### config.mk
export PLATFORM = sky130hd
export DESIGN_NAME = dvfs_ldo_ramp
export DESIGN_NICKNAME = d
export VERILOG_FILES = /design/src/rtl/dvfs_ldo_ramp.sv
export SDC_FILE = /design/constraint.sdc
export NUM_CORES = 1
export LEC_CHECK = 0
export CAP_MARGIN = 10
export CORE_ASPECT_RATIO = 1.5
export CORE_UTILIZATION = 55
export DETAILED_ROUTE_END_ITERATION = 6
export PLACE_DENSITY = 0.78
export SLEW_MARGIN = 20
export SYNTH_ARGS = -nofsm -noshare
export SYNTH_HDL_FRONTEND = slang
export SYNTH_SLANG_ARGS = --single-unit
### constraint.sdc
create_clock -name clock -period 5.1 [get_ports clock]
set_input_delay 1.275 -clock clock [delete_from_list [all_inputs] [get_ports clock]]
set_output_delay 1.275 -clock clock [all_outputs]
set_load 0.02 [all_outputs]
### src/rtl/dvfs_ldo_ramp.sv
// rtl/dvfs_ldo_ramp.sv - debounced, rate-limited LDO control word ramp with req/ack and settle (option: DVFS_RAMP_DOWN_FAST_EN)
module dvfs_ldo_ramp #(
    parameter int W        = 8,
    parameter int SETTLE_W = 10,
    parameter int STAB_W   = 4
) (
    input  logic                clock,
    input  logic                reset,
    input  logic                enable,
    input  logic [W-1:0]        freq_target,
    input  logic [STAB_W-1:0]   stable_cycles,
    input  logic [3:0]          step_size,
    input  logic [SETTLE_W-1:0] settle_cycles,
    input  logic                ldo_ack,
    output logic                ldo_req,
    output logic [W-1:0]        ldo_ctrl,
    output logic                busy,
    output logic                ramp_up
);

    typedef enum logic [1:0] {
        ST_IDLE   = 2'd0,
        ST_REQ    = 2'd1,
        ST_SETTLE = 2'd2
    } state_t;

    state_t              state;
    state_t              state_nxt;
    logic [W-1:0]        cand;
    logic [STAB_W-1:0]   stab_cnt;
    logic [SETTLE_W-1:0] settle_cnt;

    logic [W-1:0]        ctrl_nxt;
    logic                req_nxt;
    logic                up_nxt;
    logic                busy_nxt;
    logic [SETTLE_W-1:0] settle_nxt;

    logic                committed;
    logic                start_step;
    logic [3:0]          step_eff;
    logic [W:0]          step_ext;
    logic [W:0]          cand_ext;
    logic [W:0]          sum_up;
    logic [W-1:0]        up_word;
    logic [W-1:0]        dn_word;

    // A candidate is trusted once it has been seen unchanged for stable_cycles cycles.
    assign committed  = (stab_cnt >= stable_cycles);
    assign start_step = enable && committed && (cand != ldo_ctrl);

    // Step words are computed one bit wider so the clamp to cand can never wrap.
    assign step_eff = (step_size == 4'd0) ? 4'd1 : step_size;
    assign step_ext = {{(W-3){1'b0}}, step_eff};
    assign cand_ext = {1'b0, cand};
    assign sum_up   = {1'b0, ldo_ctrl} + step_ext;
    assign up_word  = (sum_up > cand_ext) ? cand : sum_up[W-1:0];

`ifdef DVFS_RAMP_DOWN_FAST_EN
    // Lowering the voltage is safe, so downward moves jump straight to the target.
    assign dn_word = cand;
`else
    logic [W:0] diff_dn;
    assign diff_dn = {1'b0, ldo_ctrl} - step_ext;
    assign dn_word = (diff_dn[W] || (diff_dn < cand_ext)) ? cand : diff_dn[W-1:0];
`endif

    // Debounce the incoming target every cycle regardless of ramp state.
    always_ff @(posedge clock) begin
        if (!reset) begin
            cand     <= '0;
            stab_cnt <= '0;
        end else if (freq_target != cand) begin
            cand     <= freq_target;
            stab_cnt <= '0;
        end else if (stab_cnt != {STAB_W{1'b1}}) begin
            stab_cnt <= stab_cnt + STAB_W'(1);
        end
    end

    // State register.
    always_ff @(posedge clock) begin
        if (!reset) begin
            state <= ST_IDLE;
        end else begin
            state <= state_nxt;
        end
    end

    // Next-state logic: a handshake, once started, always runs to completion.
    always_comb begin
        state_nxt = state;
        case (state)
            ST_IDLE: begin
                if (start_step) begin
                    state_nxt = ST_REQ;
                end
            end
            ST_REQ: begin
                if (ldo_ack) begin
                    state_nxt = ST_SETTLE;
                end
            end
            ST_SETTLE: begin
                if (settle_cnt == '0) begin
                    state_nxt = ST_IDLE;
                end
            end
            default: state_nxt = ST_IDLE;
        endcase
    end

    // Output logic: next values of the registered outputs and settle counter.
    always_comb begin
        ctrl_nxt   = ldo_ctrl;
        req_nxt    = ldo_req;
        up_nxt     = ramp_up;
        settle_nxt = settle_cnt;
        case (state)
            ST_IDLE: begin
                if (start_step) begin
                    req_nxt = 1'b1;
                    if (cand > ldo_ctrl) begin
                        ctrl_nxt = up_word;
                        up_nxt   = 1'b1;
                    end else begin
                        ctrl_nxt = dn_word;
                        up_nxt   = 1'b0;
                    end
                end
            end
            ST_REQ: begin
                if (ldo_ack) begin
                    req_nxt    = 1'b0;
                    settle_nxt = settle_cycles;
                end
            end
            ST_SETTLE: begin
                if (settle_cnt != '0) begin
                    settle_nxt = settle_cnt - SETTLE_W'(1);
                end
            end
            default: req_nxt = 1'b0;
        endcase
        busy_nxt = (state_nxt != ST_IDLE);
    end

    // Output and settle-counter registers; reset drops ldo_req even mid-handshake.
    always_ff @(posedge clock) begin
        if (!reset) begin
            ldo_ctrl   <= '0;
            ldo_req    <= 1'b0;
            ramp_up    <= 1'b0;
            busy       <= 1'b0;
            settle_cnt <= '0;
        end else begin
            ldo_ctrl   <= ctrl_nxt;
            ldo_req    <= req_nxt;
            ramp_up    <= up_nxt;
            busy       <= busy_nxt;
            settle_cnt <= settle_nxt;
        end
    end

endmodule
==> flow_summary.json, run 1 <==
{
  "synth.avg_cell_area_sq_um": 8.02,
  "crit_path_start_kind": "input port",
  "die_h_um": 91.0,
  "relSlewSlack": 0.497,
  "synth_warnings": 0,
  "cts_max_level": 2,
  "clk_latency_ps": 290,
  "core_area_sq_um": 5120,
  "cts_setup_buffers": 0,
  "grt_pass1_wl_um": 11600,
  "seq_area_frac_synth": 0.241,
  "synth_top_cell_area_share": 0.241,
  "cts_tree": "built",
  "crit_type": "input port to flip-flop",
  "layout_common_cells": "40 x clkdlybuf4s50_1, 37 x nor2_1, 37 x ha_1",
  "total_power_w": 0.000684,
  "antenna_found_initial": 0,
  "final_common_cell": "clkdlybuf4s50_1",
  "cp_num_buf_inv": 2,
  "utilization": 0.685,
  "vias": 2816,
  "setup_violations": 0,
  "fillCellCount": 489,
  "grt_overflow": 0,
  "fin_crit_ps": 4870,
  "syn-num-nets": 431,
  "track_usage": 0.278,
  "place_area_sq_um": 3420,
  "synthesis.area_sq_um": 2900,
  "irDropWorstVdd_v": 0.000180,
  "slowest_delay_ps": 510,
  "crit_arrival_ps": 5080,
  "final_cells": 477,
  "synth_enable_flop_cells": 0,
  "grt_max_degree": 21,
  "reg2reg_from": "ldo_ctrl[0]",
  "synth.largest_area_cell": "dfxtp_1",
  "syn_inst": 362,
  "drt_pass1_iterations": 5,
  "route.antenna.remaining_nets": 0,
  "grt_setup_unrepaired": "false",
  "final-hold-violation-count": 0,
  "cp-end-kind": "flip-flop",
  "hp-class": "flip-flop to flip-flop",
  "via_per_inst": 5.90,
  "placed_cells": 469,
  "dp_hpwl_um": 6010,
  "die_w_um": 61.3,
  "cp.required_ps": 5300,
  "post_drt_wl_per_cell_um": 15.8,
  "clk_pin_slew_ps": 70,
  "min-delay-start": "settle_cnt[6]",
  "grtUsageMet2": 0.512,
  "drive_gt1_frac": 0.0856,
  "synthDistinctLibCells": 58,
  "synth_ff_type": "dfxtp_1",
  "ys_async_sr_fraction": 0,
  "critPathTopFamily": "simple AND/OR/NAND/NOR gates",
  "cts_made_buffers": 5,
  "grt_use_met3": 0.0342,
  "fmax_mhz": 205,
  "clock_skew_ps": 10.8,
  "post-route-drc-count": 0,
  "cts_root_buffer": "clkbuf_8",
  "final_max_slew_viol_count": 0,
  "globalplace.congestion": 0.940,
  "ys_ff_latch": 35,
  "grt_pass1_vias": 2613,
  "drt-total-wl_um": 7520,
  "dr.first_iter.drc_count": 150,
  "cp_max_fo": 8,
  "grt.busiest_layer": "met2",
  "die_area_sq_um": 5580,
  "max_cap_viol_count": 0,
  "nets": 477,
  "outcome": "complete, no violations",
  "p_leak_nw": 1.41,
  "timing_worst_slew_pin_value_ps": 754,
  "rows": 32,
  "start_util": 0.566,
  "io-pin-count": 41,
  "finalCritPeriodShare": 0.956,
  "ys_top_cells_by_area": "dfxtp_1 24%, ha_1 16%, nor2_1 4.8%, o21ai_0 4.3%, a21oi_1 4.0%",
  "final_area_sq_um": 3510,
  "synthToLayoutAreaGrowth_pct": 20.9,
  "power_density_nw_per_um2": 195,
  "worstPathCellList": "clkdlybuf4s50_1, inv_1, a31o_2, ha_1, fa_1, nor2b_1, o21a_1, o211ai_1, xnor2_1, ha_1, and4_1, a31oi_2, o41ai_4, nand2_2, nor2_1, or4b_1, o211ai_1",
  "antenna_cells": 0,
  "dpl_worst_slack_ps": -122,
  "hold_buffers": 0,
  "clkSinkCount": 35,
  "setup_ws_ps": 226,
  "portBuffers": 40,
  "crit_slowest_cell": "or4b_1",
  "startpoint": "step_size[3]",
  "cts_buffer_depth": 2,
  "met1_usage": 0.286
}
[worst min-delay path, delay by kind of cell (launching register included)]
family / cells / cell delay, ps
AOI/OAI and AO/OA: 1 / 50
buffers and inverters: 1 / 50
DFF: 1 / 330
[what timing repair did]
item	4_1_cts	5_1_grt
setup endpoints to repair	0	3
endpoints found under the hold margin	0	0
gates resized for setup	0	2
[metal layers]
| layer | vias to the layer above | share of wire |
|---|---|---|
| met3 | 29 | 0.037 |
| met2 | 85 | 0.53 |
| li1 | 1392 | - |
| met5 | - | 0 |
| met4 | 0 | 0.051 |
| met1 | 1310 | 0.38 |
[cell usage after synthesis, types with 2 or more instances]
master and count:
nor2_1 37, and3_1 2, a22oi_1 4, a31oi_1 8, o32ai_1 2, nor4_1 5
o21ai_0 25, nand3_1 11, xnor2_1 13, a21oi_1 23, buf_2 5, and2_1 8
nand4_1 6, nand2_1 21, o221a_2 2, a211oi_1 4, o22ai_1 2, o21ai_2 3
o21bai_1 2, clkbuf_1 7, inv_1 29, a21o_1 2, nand3b_1 2, a21boi_0 2
mux2i_1 5, and4_1 3, nor3b_1 2, nor3_1 6, ha_1 37, nand2b_1 4
dfxtp_1 35, xor2_1 8, or3_1 2, o211ai_1 4, nor2b_1 5, o21a_1 3
fa_1 2
[state kept, by name (all words and copies together), names as in the netlist]
register	count
busy	1
ldo_req	1
stab_cnt	4
ldo_ctrl	8
cand	8
ramp_up	1
settle_cnt	10
state	2
[logic make-up (layout without fill, tap and decap cells)]
group | Yosys count | in the layout | synth area share
adders and majority gates | 39 | 39 | 0.173
muxes | 5 | 5 | 0.0172
DFF | 35 | 35 | 0.241
xor gates and xnor gates | 21 | 21 | 0.0634
buffers and inverters | 44 | 91 | 0.0616
AOI/OAI and AO/OA | 98 | 98 | 0.229
and+or+nand+nor | 120 | 120 | 0.214
[path summary, 6_finish.rpt]
| check | endpoint | slack [ps] | depth (start not counted) |
|---|---|---|---|
| worst max register to register | ldo_ctrl[5] | 1520 | 16 |
| worst max-delay path | ldo_ctrl[5] | 230 | 17 |
| worst min register to register | settle_cnt[6] | 480 | 2 |
| worst min-delay path | settle_cnt[6] | 480 | 2 |
[layout make-up]
class	count	area, sq um	area share
Multi-Input combinational cell	283	2030	0.578
Sequential cell	35	701	0.200
Timing Repair Buffer	53	498	0.142
Inverter	30	113	0.0321
Tap cell	68	85.1	0.0242
Clock buffer	6	72.6	0.0207
Clock inverter	2	12.5	0.00356
[per-stage QoR]
step           hold WS (ps)  TNS (ps)
2_1_floorplan           445         0
3_3_place_gp            457     -21.3
3_5_place_dp            469      -318
4_1_cts                 480         0
5_1_grt                 495         0
6_report                477         0
[power breakdown]
group / switching (W) / internal [W] / leakage, nW
logic: 0.000105 / 0.0000943 / 1.08
clock network: 0.0000990 / 0.0000954 / 0.0412
registers: 0.00000978 / 0.000280 / 0.285
No activity file was read; power rests on OpenSTA's default activity.
==> run 2, diff against run 1 <==
REMOVE_ABC_BUFFERS = 1   (was unset)
==> run 2 against run 1 <==
Net effect: total power increased by 7.7%; clock power up 28%; clock skew fell by 2.0 ps; critical path depth unchanged; setup slack got worse by 6.4 ps; critical path type unchanged; largest power group unchanged.
==> flow_summary.json, run 2 (synthesized netlist as in run 1, its figures left out) <==
{
  "relSlewSlack": 0.504,
  "portBuffers": 40,
  "fmax_mhz": 205,
  "regMostFlops": "settle_cnt",
  "antenna_cells": 0,
  "synthToLayoutAreaGrowth_pct": 22.1,
  "met1_usage": 0.301,
  "dr.first_iter.drc_count": 168,
  "cp_max_fo": 8,
  "grt.busiest_layer": "met2",
  "track_usage": 0.281,
  "setup_violations": 0,
  "grt_pass1_wl_um": 11800,
  "rows": 32,
  "cp.required_ps": 5310,
  "post-route-drc-count": 0,
  "place_area_sq_um": 3420,
  "worstPathCellList": "clkdlybuf4s50_1, inv_1, a31o_2, ha_1, fa_1, nor2b_1, o21a_1, o211ai_1, xnor2_1, ha_1, and4_1, a21boi_1, o41ai_4, nand2_2, nor2_1, or4b_1, o211ai_1",
  "fin_crit_ps": 4880,
  "dpl_worst_slack_ps": -151,
  "clkSinkCount": 35,
  "net-switching-power_w": 0.000217,
  "clk_latency_ps": 290,
  "crit_arrival_ps": 5090,
  "cts_root_buffer": "clkbuf_8",
  "setup_ws_ps": 220,
  "vias": 2803,
  "switching_share": 0.294,
  "slowest_delay_ps": 530,
  "cp-end-kind": "flip-flop",
  "final_max_slew_viol_count": 0,
  "die_area_sq_um": 5580,
  "io-pin-count": 41,
  "final-hold-violation-count": 0,
  "p_leak_nw": 1.43,
  "post_drt_wl_per_cell_um": 15.3,
  "total_power_w": 0.000736,
  "cts_tree": "built",
  "cts_buffer_depth": 2,
  "utilization": 0.692,
  "combPwrFrac": 0.269,
  "final_area_sq_um": 3540,
  "core_area_sq_um": 5120,
  "grt_pass1_vias": 2698,
  "layout_common_cells": "40 x clkdlybuf4s50_1, 37 x nor2_1, 37 x ha_1",
  "crit_type": "input port to flip-flop",
  "drt-total-wl_um": 7280,
  "outcome": "complete, no violations",
  "irDropWorstVdd_v": 0.000168,
  "power_density_nw_per_um2": 208,
  "cts_setup_buffers": 0,
  "route.antenna.remaining_nets": 0,
  "finalCritPeriodShare": 0.957,
  "grt_setup_unrepaired": "true",
  "grtUsageMet2": 0.523,
  "cts_made_buffers": 5,
  "dp_hpwl_um": 5900,
  "hold_buffers": 0,
  "timing_worst_slew_pin_value_ps": 744,
  "nets": 477,
  "grt_max_degree": 21,
  "drt_pass1_iterations": 4,
  "reg_top3": "settle_cnt x10, cand x8, ldo_ctrl x8",
  "crit_slowest_cell": "or4b_1",
  "seqPwrFrac": 0.393,
  "clk_pin_slew_ps": 80,
  "grt_overflow": 0,
  "antenna_found_initial": 0,
  "clock_skew_ps": 8.76,
  "max_cap_viol_count": 0,
  "start_util": 0.566,
  "cts_max_level": 2,
  "internal_power_w": 0.000520,
  "final_common_cell": "clkdlybuf4s50_1",
  "largest_reg_flops": 10,
  "hp-class": "flip-flop to flip-flop",
  "grt_use_met3": 0.0427,
  "globalplace.congestion": 0.914,
  "crit_path_start_kind": "input port",
  "cts_resized": 0,
  "via_per_inst": 5.88,
  "drive_gt1_frac": 0.0905,
  "die_h_um": 91.0,
  "power_frac_clock": 0.338,
  "die_w_um": 61.3
}
-- run 2: cell count changes in the layout (fill, tap and decap cells not counted) --
cell,delta
nor4_1,-1
clkinvlp_4,-1
clkinv_4,+1
clkbuf_1,-1
nor4_2,+1
bufinv_16,+1
-- run 2: area by class of cell --
cell class | instances | area, sq um
multi-input cells | 283 | 2040
inverters | 30 | 113
flip-flops and latches | 35 | 701
repair buffers | 53 | 498
clock inverters | 3 | 43.8
fillers | 473 | 1580
clock buffers | 5 | 68.8
well taps | 68 | 85.1
-- run 2: path summary, 6_finish.rpt --
| kind | startpoint | endpoint | slack (ps) | cells past startpoint |
|---|---|---|---|---|
| setup / recovery | step_size[3] | ldo_ctrl[5] | 220 | 17 |
| hold / removal | settle_cnt[1] | settle_cnt[1] | 480 | 2 |
| setup reg to reg | ldo_ctrl[0] | ldo_ctrl[5] | 1560 | 16 |
| hold reg to reg | settle_cnt[1] | settle_cnt[1] | 480 | 2 |
-- run 2: worst max-delay path, delay by kind of cell --
kind            cells  cell delay [ps]
compound gates      6             1130
xor+xnor            1              110
fa+ha+maj           3              890
buf+inv             2              530
simple gates        5             1150
-- run 2: stage by stage --
step | hold WS (ps) | setup TNS, ps | cells
floorplan | 445 | 0 | 348
global placement | 458 | -6.93 | 469
detailed placement | 467 | -448 | 469
CTS | 477 | 0 | 477
global route | 512 | -1.63 | 477
finish | 478 | 0 | 477
-- run 2: layer usage --
metal / wire [um] / vias to the layer above
met4: 187 / 0
met3: 312 / 16
met2: 4000 / 93
met1: 2790 / 1298
met5: 0 / -
li1: - / 1396
-- run 2: power by group through the flow --
stage	sequential (W)	clock [W]	combinational, W
floorplan	0.000295	0	0.000121
global placement	0.000296	0	0.000189
detailed placement	0.000296	0	0.000194
CTS	0.000289	0.000254	0.000196
global route	0.000290	0.000269	0.000220
finish	0.000290	0.000249	0.000198
==> run 3, diff against run 2 <==
CORE_ASPECT_RATIO = unset   (was 1.5)
CORE_UTILIZATION = 35   (was 55)
PLACE_DENSITY = 0.53   (was 0.78)
==> run 3 against run 2 <==
Net effect: register-to-register slack lost 20 ps; total power shrank 7.6%; combinational power grew 6%; via count shrank 3.5%.
==> flow_summary.json, run 3 (synthesized netlist as in run 1, its figures left out) <==
{
  "grt_max_degree": 21,
  "regMostFlops": "settle_cnt",
  "grtUsageMet2": 0.279,
  "globalplace.congestion": 0.832,
  "cts_root_buffer": "clkbuf_8",
  "fmax_mhz": 206,
  "switching_share": 0.306,
  "setup_violations": 0,
  "cp.required_ps": 5260,
  "final-hold-violation-count": 0,
  "finalCritPeriodShare": 0.950,
  "grt_pass1_vias": 2579,
  "largest_reg_flops": 10,
  "dr.first_iter.drc_count": 95,
  "hp-class": "flip-flop to flip-flop",
  "route.antenna.remaining_nets": 0,
  "grt_overflow": 0,
  "grt_setup_unrepaired": "false",
  "die_w_um": 93.1,
  "cp_num_buf_inv": 2,
  "cts_max_level": 2,
  "cts_buffer_depth": 2,
  "post-route-drc-count": 0,
  "clk_pin_slew_ps": 60,
  "crit_slowest_cell": "clkdlybuf4s50_1",
  "irDropWorstVdd_v": 0.0000977,
  "drt_pass1_iterations": 4,
  "crit_type": "input port to flip-flop",
  "final_area_sq_um": 3610,
  "cp-end-kind": "flip-flop",
  "timing_worst_slew_pin_value_ps": 738,
  "net-switching-power_w": 0.000208,
  "die_h_um": 93.1,
  "post_drt_wl_per_cell_um": 14.7,
  "setup_ws_ps": 253,
  "fin_crit_ps": 4850,
  "worstPathCellList": "clkdlybuf4s50_1, inv_1, a31o_2, ha_2, fa_1, nor2b_1, o21a_1, o211ai_1, xnor2_1, ha_1, and4_4, a21boi_2, o41ai_4, nand2_2, mux2i_1, o32a_1, o21ai_0",
  "critPathTopFamily": "compound AO/OA/AOI/OAI gates",
  "clk_latency_ps": 280,
  "met1_usage": 0.277,
  "dpl_worst_slack_ps": -193,
  "grt_pass1_wl_um": 12700,
  "internal_power_w": 0.000473,
  "cp_max_fo": 8,
  "core_area_sq_um": 7890,
  "track_usage": 0.185,
  "final_common_cell": "clkdlybuf4s50_1",
  "hold_slack_ps": 475,
  "grt.busiest_layer": "met2",
  "final_max_slew_viol_count": 0,
  "power_density_nw_per_um2": 188,
  "nets": 483,
  "place_area_sq_um": 3500,
  "clock_skew_ps": 5.46,
  "drive_gt1_frac": 0.111,
  "antenna_cells": 0,
  "combPwrFrac": 0.309,
  "drt-total-wl_um": 7550,
  "start_util": 0.368,
  "antenna_found_initial": 0,
  "outcome": "complete, no violations",
  "crit_arrival_ps": 5000,
  "seqPwrFrac": 0.426,
  "power_frac_clock": 0.265,
  "die_area_sq_um": 8660,
  "p_leak_nw": 1.44,
  "dp_hpwl_um": 5910,
  "cts_made_buffers": 5,
  "synthToLayoutAreaGrowth_pct": 24.4,
  "grt_use_met3": 0.0301,
  "reg_top3": "settle_cnt x10, cand x8, ldo_ctrl x8",
  "relSlewSlack": 0.508,
  "layout_common_cells": "40 x clkdlybuf4s50_1, 36 x nor2_1, 36 x ha_1",
  "tns_ps": 0,
  "fillCellCount": 810,
  "vias": 2705,
  "total_power_w": 0.000681,
  "rows": 32,
  "io-pin-count": 41,
  "portBuffers": 40,
  "crit_path_start_kind": "input port",
  "hold_buffers": 0,
  "cts_tree": "built",
  "via_per_inst": 5.25,
  "clkSinkCount": 35,
  "slowest_delay_ps": 470,
  "max_cap_viol_count": 0
}
run 3: cell count changes in the layout (fill, tap and decap cells not counted), sizes merged:
cell,before,now
buf,13,19
clkinv,3,1
bufinv,1,0
clkbuf,5,6
run 3: worst paths after layout:
| path | from | to | slack (ps) | cells after the start |
|---|---|---|---|---|
| worst max-delay path | step_size[3] | ldo_ctrl[4] | 250 | 17 |
| worst min-delay path | settle_cnt[1] | settle_cnt[1] | 480 | 2 |
| worst max register to register | ldo_ctrl[1] | ldo_ctrl[3] | 1540 | 15 |
| worst min register to register | settle_cnt[1] | settle_cnt[1] | 480 | 2 |
run 3: worst reg2reg max path: cells and delay by family (launching register included):
family                     cells  cell delay [ps]
DFF                            1              490
buffers and inverters          1              150
adders and majority gates      2              650
AOI/OAI and AO/OA              6             1270
muxes                          1              170
xor gates and xnor gates       1              160
and+or+nand+nor                4              570
run 3: layout make-up:
class	count	area, sq um	area share
Clock buffer	6	72.6	0.0201
Inverter	30	113	0.0312
Multi-Input combinational cell	283	2050	0.569
Tap cell	102	128	0.0353
Timing Repair Buffer	59	543	0.150
Sequential cell	35	701	0.194
run 3: through the flow:
| stage | std cells | utilization |
|---|---|---|
| after detailed placement | 508 | 0.444 |
| after global placement | 508 | 0.444 |
| after CTS | 514 | 0.453 |
| after global routing | 515 | 0.458 |
| after floorplan | 348 | - |
| final | 515 | 0.458 |
run 3: power groups by stage:
stage | sequential, W | combinational [W] | clock [W]
finish | 0.000290 | 0.000210 | 0.000181
global route | 0.000291 | 0.000235 | 0.000203
CTS | 0.000290 | 0.000205 | 0.000187
detailed placement | 0.000296 | 0.000204 | 0
global placement | 0.000296 | 0.000201 | 0
floorplan | 0.000295 | 0.000121 | 0
run 3: timing repair:
| action | in CTS | in global routing |
|---|---|---|
| setup endpoints to repair | 0 | 7 |
| buffers inserted | 0 | 1 |
| gates resized for setup | 0 | 9 |
run 3: metal layers:
layer | vias up | wire length [um]
met5 | - | 0
met4 | 0 | 25
met3 | 2 | 327
met2 | 55 | 3260
met1 | 1243 | 3940
li1 | 1405 | -
